`config.mk`:
```
export PLATFORM = sky130hd
export DESIGN_NAME = clk_div_meter
export DESIGN_NICKNAME = d
export VERILOG_FILES = /design/src/rtl/clk_div_meter.sv
export SDC_FILE = /design/constraint.sdc
export NUM_CORES = 1
export LEC_CHECK = 0
export BUFFER_PORTS_ARGS = -buffer_cell sky130_fd_sc_hd__buf_4
export CORE_MARGIN = 1
export CORE_UTILIZATION = 41
export DETAILED_ROUTE_END_ITERATION = 16
export SYNTH_ARGS = -nofsm -noshare
export SYNTH_HDL_FRONTEND = slang
export SYNTH_SLANG_ARGS = --single-unit
```
`constraint.sdc`:
```
create_clock -name clk_in -period 1.9 [get_ports clk_in]
set_clock_uncertainty 0.15 [all_clocks]
set_input_delay 0.38 -clock clk_in [delete_from_list [all_inputs] [get_ports clk_in]]
set_output_delay 0.38 -clock clk_in [all_outputs]
set_load 0.05 [all_outputs]
```
`src/rtl/clk_div_meter.sv`:
```
// clk_div_meter
//   Measures the period and high time of a divided clock (clk_mon) in clk_in
//   cycles, checks the period against EXP_DIV +/- TOL, asserts locked after
//   LOCK_CNT consecutive good periods, and pulses err_period on a bad period
//   or on a timeout (no rising edge for 2^CNT_W-2 cycles).
//
//   Optional: define CLK_DIV_METER_DUTY_CHK_EN to also check the duty cycle
//   (floor(P/2) <= high_time <= ceil(P/2)+TOL); otherwise err_duty is 0.
//
// Ports
//   clk_in      reference clock (posedge)
//   rst         asynchronous active-high reset
//   enable      measurement enable; low forces IDLE
//   clk_mon     monitored clock, asynchronous to clk_in
//   clr_err     clears err_sticky
//   period      last measured rising-to-rising period
//   high_time   high cycles counted within that period
//   meas_valid  one-cycle pulse when period/high_time update
//   locked      frequency lock indicator
//   err_period  one-cycle pulse on bad period or timeout
//   err_duty    one-cycle pulse on duty error
//   err_sticky  sticky OR of all error pulses
module clk_div_meter #(
  parameter int unsigned CNT_W    = 8,
  parameter int unsigned EXP_DIV  = 7,
  parameter int unsigned TOL      = 0,
  parameter int unsigned LOCK_CNT = 4
) (
  input  logic             clk_in,
  input  logic             rst,
  input  logic             enable,
  input  logic             clk_mon,
  input  logic             clr_err,
  output logic [CNT_W-1:0] period,
  output logic [CNT_W-1:0] high_time,
  output logic             meas_valid,
  output logic             locked,
  output logic             err_period,
  output logic             err_duty,
  output logic             err_sticky
);

  typedef enum logic [1:0] {IDLE, WAIT_FIRST, MEASURE} state_t;

  localparam logic [CNT_W-1:0] TMO     = {{(CNT_W-1){1'b1}}, 1'b0};
  localparam logic [CNT_W+1:0] EXP_X   = (CNT_W+2)'(EXP_DIV);
  localparam logic [CNT_W+1:0] TOL_X   = (CNT_W+2)'(TOL);
  localparam logic [3:0]       LOCK_X  = 4'(LOCK_CNT);

  state_t           state_q, state_d;
  logic             s1_q, s2_q, s3_q;
  logic [CNT_W-1:0] run_cnt_q, run_cnt_d;
  logic [CNT_W-1:0] high_acc_q, high_acc_d;
  logic [3:0]       good_cnt_q, good_cnt_d;
  logic [CNT_W-1:0] period_q, period_d;
  logic [CNT_W-1:0] high_time_q, high_time_d;
  logic             meas_valid_q, meas_valid_d;
  logic             locked_q, locked_d;
  logic             err_period_q, err_period_d;
  logic             err_duty_q, err_duty_d;
  logic             err_sticky_q, err_sticky_d;

  logic             rise;
  logic [CNT_W+1:0] meas_p;
  logic             period_ok;
  logic             duty_ok;

  assign rise   = s2_q & ~s3_q;
  // Widened so the +1 and the tolerance window never wrap.
  assign meas_p = {2'b00, run_cnt_q} + (CNT_W+2)'(1);
  assign period_ok = (meas_p + TOL_X >= EXP_X) && (meas_p <= EXP_X + TOL_X);

`ifdef CLK_DIV_METER_DUTY_CHK_EN
  logic [CNT_W+1:0] ht_x;
  assign ht_x    = {2'b00, high_acc_q};
  assign duty_ok = (ht_x >= (meas_p >> 1)) &&
                   (ht_x <= ((meas_p + (CNT_W+2)'(1)) >> 1) + TOL_X);
`else
  assign duty_ok = 1'b1;
`endif

  always_comb begin
    state_d      = state_q;
    run_cnt_d    = run_cnt_q;
    high_acc_d   = high_acc_q;
    good_cnt_d   = good_cnt_q;
    period_d     = period_q;
    high_time_d  = high_time_q;
    meas_valid_d = 1'b0;
    err_period_d = 1'b0;
    err_duty_d   = 1'b0;
    locked_d     = locked_q;

    if (!enable) begin
      state_d    = IDLE;
      run_cnt_d  = '0;
      high_acc_d = '0;
      good_cnt_d = '0;
      locked_d   = 1'b0;
    end else begin
      case (state_q)
        IDLE: state_d = WAIT_FIRST;
        WAIT_FIRST: begin
          if (rise) begin
            run_cnt_d  = '0;
            high_acc_d = CNT_W'(1);
            state_d    = MEASURE;
          end
        end
        MEASURE: begin
          if (rise) begin
            period_d     = meas_p[CNT_W-1:0];
            high_time_d  = high_acc_q;
            meas_valid_d = 1'b1;
            run_cnt_d    = '0;
            high_acc_d   = CNT_W'(1);
            if (period_ok && duty_ok) begin
              good_cnt_d = (good_cnt_q >= LOCK_X) ? LOCK_X : good_cnt_q + 4'd1;
              if (good_cnt_d == LOCK_X) locked_d = 1'b1;
            end else begin
              good_cnt_d   = '0;
              locked_d     = 1'b0;
              err_period_d = ~period_ok;
              err_duty_d   = ~duty_ok;
            end
          end else if (run_cnt_q == TMO) begin
            err_period_d = 1'b1;
            locked_d     = 1'b0;
            good_cnt_d   = '0;
            run_cnt_d    = '0;
            high_acc_d   = '0;
            state_d      = WAIT_FIRST;
          end else begin
            run_cnt_d  = run_cnt_q + CNT_W'(1);
            high_acc_d = high_acc_q + CNT_W'(s2_q);
          end
        end
        default: state_d = IDLE;
      endcase
    end

    // Set has priority over clear.
    if (err_period_d || err_duty_d) err_sticky_d = 1'b1;
    else if (clr_err)               err_sticky_d = 1'b0;
    else                            err_sticky_d = err_sticky_q;
  end

  always_ff @(posedge clk_in or posedge rst) begin
    if (rst) begin
      state_q      <= IDLE;
      s1_q         <= 1'b0;
      s2_q         <= 1'b0;
      s3_q         <= 1'b0;
      run_cnt_q    <= '0;
      high_acc_q   <= '0;
      good_cnt_q   <= '0;
      period_q     <= '0;
      high_time_q  <= '0;
      meas_valid_q <= 1'b0;
      locked_q     <= 1'b0;
      err_period_q <= 1'b0;
      err_duty_q   <= 1'b0;
      err_sticky_q <= 1'b0;
    end else begin
      state_q      <= state_d;
      s1_q         <= clk_mon;
      s2_q         <= s1_q;
      s3_q         <= s2_q;
      run_cnt_q    <= run_cnt_d;
      high_acc_q   <= high_acc_d;
      good_cnt_q   <= good_cnt_d;
      period_q     <= period_d;
      high_time_q  <= high_time_d;
      meas_valid_q <= meas_valid_d;
      locked_q     <= locked_d;
      err_period_q <= err_period_d;
      err_duty_q   <= err_duty_d;
      err_sticky_q <= err_sticky_d;
    end
  end

  assign period     = period_q;
  assign high_time  = high_time_q;
  assign meas_valid = meas_valid_q;
  assign locked     = locked_q;
  assign err_period = err_period_q;
  assign err_duty   = err_duty_q;
  assign err_sticky = err_sticky_q;

endmodule

```
[Word level (Yosys, flattened, before mapping)]
Cells that the tools add are included.
Storage, ports and cells
  register bits: 45
  latch bits: 0
  bits in writable memories: 0
  memory bits (read-only): 0
  input bits: 5
  output and inout bits: 21
  logic and storage cells: 79
  memories: 0
Cells by class
  $add $sub $neg: 4
  $mul: 0
  div/mod/pow operators: 0
  magnitude comparators: 3
  equality and inequality tests: 11
  shifts and indexed selects: 0
  muxes and demuxes: 37
  bitwise operators: 3
  reduce and logical (&&, ||, !) cells: 8
Operator list (count)
  2-to-1 mux 8 bit: 8
  case mux 8 bit (2 select lines): 2
  2-to-1 mux 4 bit: 6
  2-to-1 mux 1 bit: 16
  adder 8 x 1 -> 9 bit, second input constant: 1
  greater-or-equal comparator 9 x 3 -> 1 bit, second input constant: 1
  <= comparator 9 x 3 -> 1 bit, second input constant: 1
  inequality test 3 bit, second input constant: 3
  AND reduction 3 bit: 3
  adder 8 x 1 -> 8 bit: 1
  adder 8 x 1 -> 8 bit, second input constant: 1
  == test 8 bit, second input constant: 1
  2-to-1 mux 2 bit: 4
  inequality test 3 x 1 -> 1 bit, second input constant: 2
  case mux 2 bit (3 select lines): 1
  adder 4 x 1 -> 4 bit, second input constant: 1
  == test 4 x 3 -> 1 bit, second input constant: 1
  greater-or-equal comparator 4 x 3 -> 1 bit, second input constant: 1
  inequality test 4 x 3 -> 1 bit, second input constant: 1
  AND reduction 2 bit: 2
  == test 2 x 1 -> 1 bit, second input constant: 1
  == test 2 bit, second input constant: 1
  logical NOT 2 bit: 1
  inequality test 2 x 1 -> 1 bit, second input constant: 1
  4 further kinds: 5

[Depth between registers and ports, before layout]
  depth after elaboration: 9
  mapped depth: 8
  depth with buffers taken out: 7

[Least setup slack after synthesis]
No wires, ideal clock.
  kind: register to register
  start: register run_cnt_q[0]
  end: register err_sticky_q (netlist: err_sticky)
  library setup time: 0.121 ns
  arrival time: 1.515 ns
  required time: 1.629 ns
  path slack: 0.113 ns
  cell stages (with the launch flop): 6
  path buffers: 0
  clock period less this slack: 1.787 ns
  cell sequence: dfrtp_1 ha_1 xnor2_1 nor4b_2 o2111ai_2 a22o_2
On the way
  word-level cells in the longest chain between the ends: 9
  elaborated cells between the ends (all ways): 13
  classes of those cells: add/sub: 1; order compare: 2; eq/ne: 1; mux: 6; bitwise: 1; reduce/logical: 2
Ends and longest elaborated chain
  start, declared: line 52  | logic [CNT_W-1:0] run_cnt_q, run_cnt_d;
  start signal, assigned: line 169  | run_cnt_q <= run_cnt_d;
  adder 8 x 1 -> 9 bit: line 70  | assign meas_p = {2'b00, run_cnt_q} + (CNT_W+2)'(1);
  greater-or-equal comparator 9 x 3 -> 1 bit / <= comparator 9 x 3 -> 1 bit (equally long branches): line 71  | assign period_ok = (meas_p + TOL_X >= EXP_X) && (meas_p <= EXP_X + TOL_X);
  logical AND 1 bit: line 71
  NOT 1 bit: line 123  | err_period_d = ~period_ok;
  2-to-1 mux 1 bit: line 117  | if (period_ok && duty_ok) begin
  2-to-1 mux 1 bit (*): line 111  | if (rise) begin
  2-to-1 mux 1 bit (*): line 101  | case (state_q)
  2-to-1 mux 1 bit (*): line 94  | if (!enable) begin
  2-to-1 mux 1 bit / nonzero test 2 bit (equally long branches)
  end signal, assigned: line 178  | err_sticky_q <= err_sticky_d;
  end, declared: line 61  | logic err_sticky_q, err_sticky_d;
Every way passes the cells marked *; elsewhere a longest branch is shown, timed or not.
A chain may end at the register's enable or synchronous reset.

[Worst setup path in the final report]
  start: register run_cnt_q[1]
  end: register err_sticky_q (netlist: err_sticky)
The elaborated chain is that of the path after synthesis.

==> metrics.yaml <==
run_status: "finished clean"
dieArea_sq_um: 5460
track_usage: 0.170
grt_pass1_wl_microns: 6930
cp_num_buf_inv: 0
hold_viol: 0
die_w_microns: 73.9
antenna_left: 0
place_worst_setup_slack_ns: -0.0140
synth_edf_count: 0
start_kind: "flop"
arrival_ns: 1.90
slew_viol_final: 0
yosysSeqAreaShare: 0.531
slowest_delay_ns: 0.45
yosys_warnings: 0
clock-sinks: 45
place.gp.congestion: 0.805
grt_overflow: 0
clock_latency_ns: 0.30
syn_area_sq_um: 2120
cts-root-buf: "clkbuf_8"
hold_start: "clk_mon"
syn_nets: 219
switching_share: 0.300
p_leak_uw: 0.00122
setup_viol: 0
wl_per_cell_microns: 13.6
dieHeight_microns: 73.9
cts_inserted_buffers: 5
final_cell_mix: "42 x dfrtp_1, 42 x buf_4, 24 x nor2_1"
cts_tree: "built"
cell_internal_pwr_uw: 1360
dp_hpwl_microns: 2860
cp_data_required_time_ns: 1.94
core_area_sq_um: 4850
cp_cell_sequence: "ha_4, xnor2_4, nor4b_4, o2111ai_4, a22o_2"
synth_seq_cells: 45
layout.nets: 262
period_share: 0.978
power.switching_uw: 585
drt_iter0_drc: 111
seq_power_share: 0.527
antenna_cells: 0
wl_microns: 4320
ioPinCount: 26
critPathTopFamily: "compound AO/OA/AOI/OAI gates"
critPathLaunch: "run_cnt_q[1]"
area_growth_syn_to_layout_pct: 28.2
combPwrFrac: 0.169
ys_types: 41
hold_path.class: "in -> reg"
crit_fanout: 6
clockBufferDepth: 2
p_clk_frac: 0.304
htreeDepth: 2
power.density_nw_per_um2: 717
worstReg2RegStart: "run_cnt_q[1]"
rows: 25
worstSetupPathType: "reg -> reg"
start_util: 0.437
fin_util: 0.561
fin_crit_ns: 1.86
io_buffers: 24
clk_pin_slew_ns: 0.09
drive_above_1_share: 0.337
vias: 1625
antenna_found_initial: 0
synth_ff_type: "dfrtp_1"
synthArstFlopShare: 1.00
firstDrtPassIters: 4
crit_slowest_cell: "dfrtp_2"
cap_violations: 0
syn_area_per_cell_sq_um: 10.2
endpoint_kind: "flop"
fmax_mhz: 538
vias_per_cell: 5.09
netlist_instances: 208
grt_pass1_vias: 1514
grt_max_degree: 46
drc_errors: 0
layout_setup_ws_ns: 0.0426
ir_drop_mv: 0.506
[kinds of logic (layout without fill, tap and decap cells)]
| group | after synthesis | in the layout | synth area share |
|---|---|---|---|
| xor gates and xnor gates | 8 | 8 | 0.0331 |
| buffers and inverters | 16 | 60 | 0.0466 |
| other | 1 | 1 | 0.00177 |
| DFF | 45 | 45 | 0.531 |
| AOI/OAI and AO/OA | 47 | 47 | 0.133 |
| muxes | 8 | 8 | 0.0425 |
| adders and majority gates | 6 | 6 | 0.0354 |
| and+or+nand+nor | 77 | 77 | 0.177 |
[routing by layer]
metal  vias up  track usage  wire length [microns]
met3         7       0.0412                    144
met4         0       0.0577                     63
met5         -            0                      0
met2        28        0.280                   2060
li1        807            -                      -
met1       783        0.219                   2050
[worst register-to-register path, stage by stage (launching register included)]
cell	delay, ns
dfrtp_2	0.45
ha_4	0.20
xnor2_4	0.14
nor4b_4	0.35
o2111ai_4	0.22
a22o_2	0.25
[sequential cells by signal, summed over array words and instances, names as in the netlist]
signal,cells
high_acc_q,8
high_time,8
period,8
run_cnt_q,8
good_cnt_q,4
state_q,2
err_period,1
err_sticky,1
locked,1
meas_valid,1
s1_q,1
s2_q,1
s3_q,1
[per-stage QoR]
| stage | cell area, sq um | setup TNS (ns) | total power (uW) | hold slack [ns] | instances |
|---|---|---|---|---|---|
| final | 2720 | 0 | 1950 | 0.0258 | 319 |
| after global routing | 2720 | -0.0746 | 2020 | 0.0137 | 319 |
| after CTS | 2580 | -0.00334 | 1970 | 0.0191 | 317 |
| after detailed placement | 2470 | -0.0309 | 1370 | 0.187 | 307 |
| after global placement | 2470 | 0 | 1370 | 0.185 | 307 |
| after floorplan | 2120 | 0 | 1270 | 0.181 | 208 |
[repair_timing]
| item | 4_1_cts | 5_1_grt |
|---|---|---|
| endpoints found under the hold margin | 45 | 0 |
| setup endpoints to repair | 8 | 14 |
| gates resized for setup | 2 | 24 |
| buffers inserted | 1 | 2 |
| hold buffers | 1 | 0 |
| pin swaps | 1 | 8 |
[cell usage after synthesis (2+ instances only)]
cell / count / area share
a21oi_1: 13 / 0.031
a31oi_1: 8 / 0.024
and2_1: 2 / 0.0059
and3_1: 3 / 0.0089
buf_2: 3 / 0.0071
buf_4: 4 / 0.014
clkbuf_2: 2 / 0.0047
dfrtp_1: 45 / 0.53
ha_1: 6 / 0.035
inv_1: 5 / 0.0089
mux2_2: 8 / 0.043
nand2_1: 23 / 0.041
nand3_1: 7 / 0.017
nor2_1: 25 / 0.044
nor2_2: 2 / 0.0059
nor2b_1: 2 / 0.0059
nor3_1: 3 / 0.0071
o21ai_0: 15 / 0.035
o31ai_1: 4 / 0.014
xnor2_1: 5 / 0.021
xor2_1: 3 / 0.012
[worst paths after layout]
| check | endpoint | slack [ns] | depth (start not counted) |
|---|---|---|---|
| worst min-delay path | s1_q | 0.03 | 1 |
| min in group asynchronous | state_q[0] | 0.53 | 4 |
| worst min register to register | s2_q | 0.21 | 0 |
| worst max register to register | err_sticky | 0.04 | 5 |
| worst max-delay path | err_sticky | 0.04 | 5 |
| max in group asynchronous | run_cnt_q[2] | 0.84 | 4 |
[power by group through the flow]
stage / sequential, uW / combinational, uW / clock (uW)
floorplan: 1180 / 88.9 / 0
global placement: 1050 / 324 / 0
detailed placement: 1050 / 325 / 0
CTS: 1030 / 330 / 609
global route: 1030 / 354 / 633
finish: 1030 / 330 / 592
[area by class of cell]
cell class,instances,area (sq um)
Fill cell,421,2130
Clock inverter,2,15.0
Sequential cell,45,1130
Clock buffer,6,72.6
Inverter,5,18.8
Tap cell,67,83.8
Multi-Input combinational cell,147,1010
Timing Repair Buffer,47,388
No activity file was read; power rests on OpenSTA's default activity.
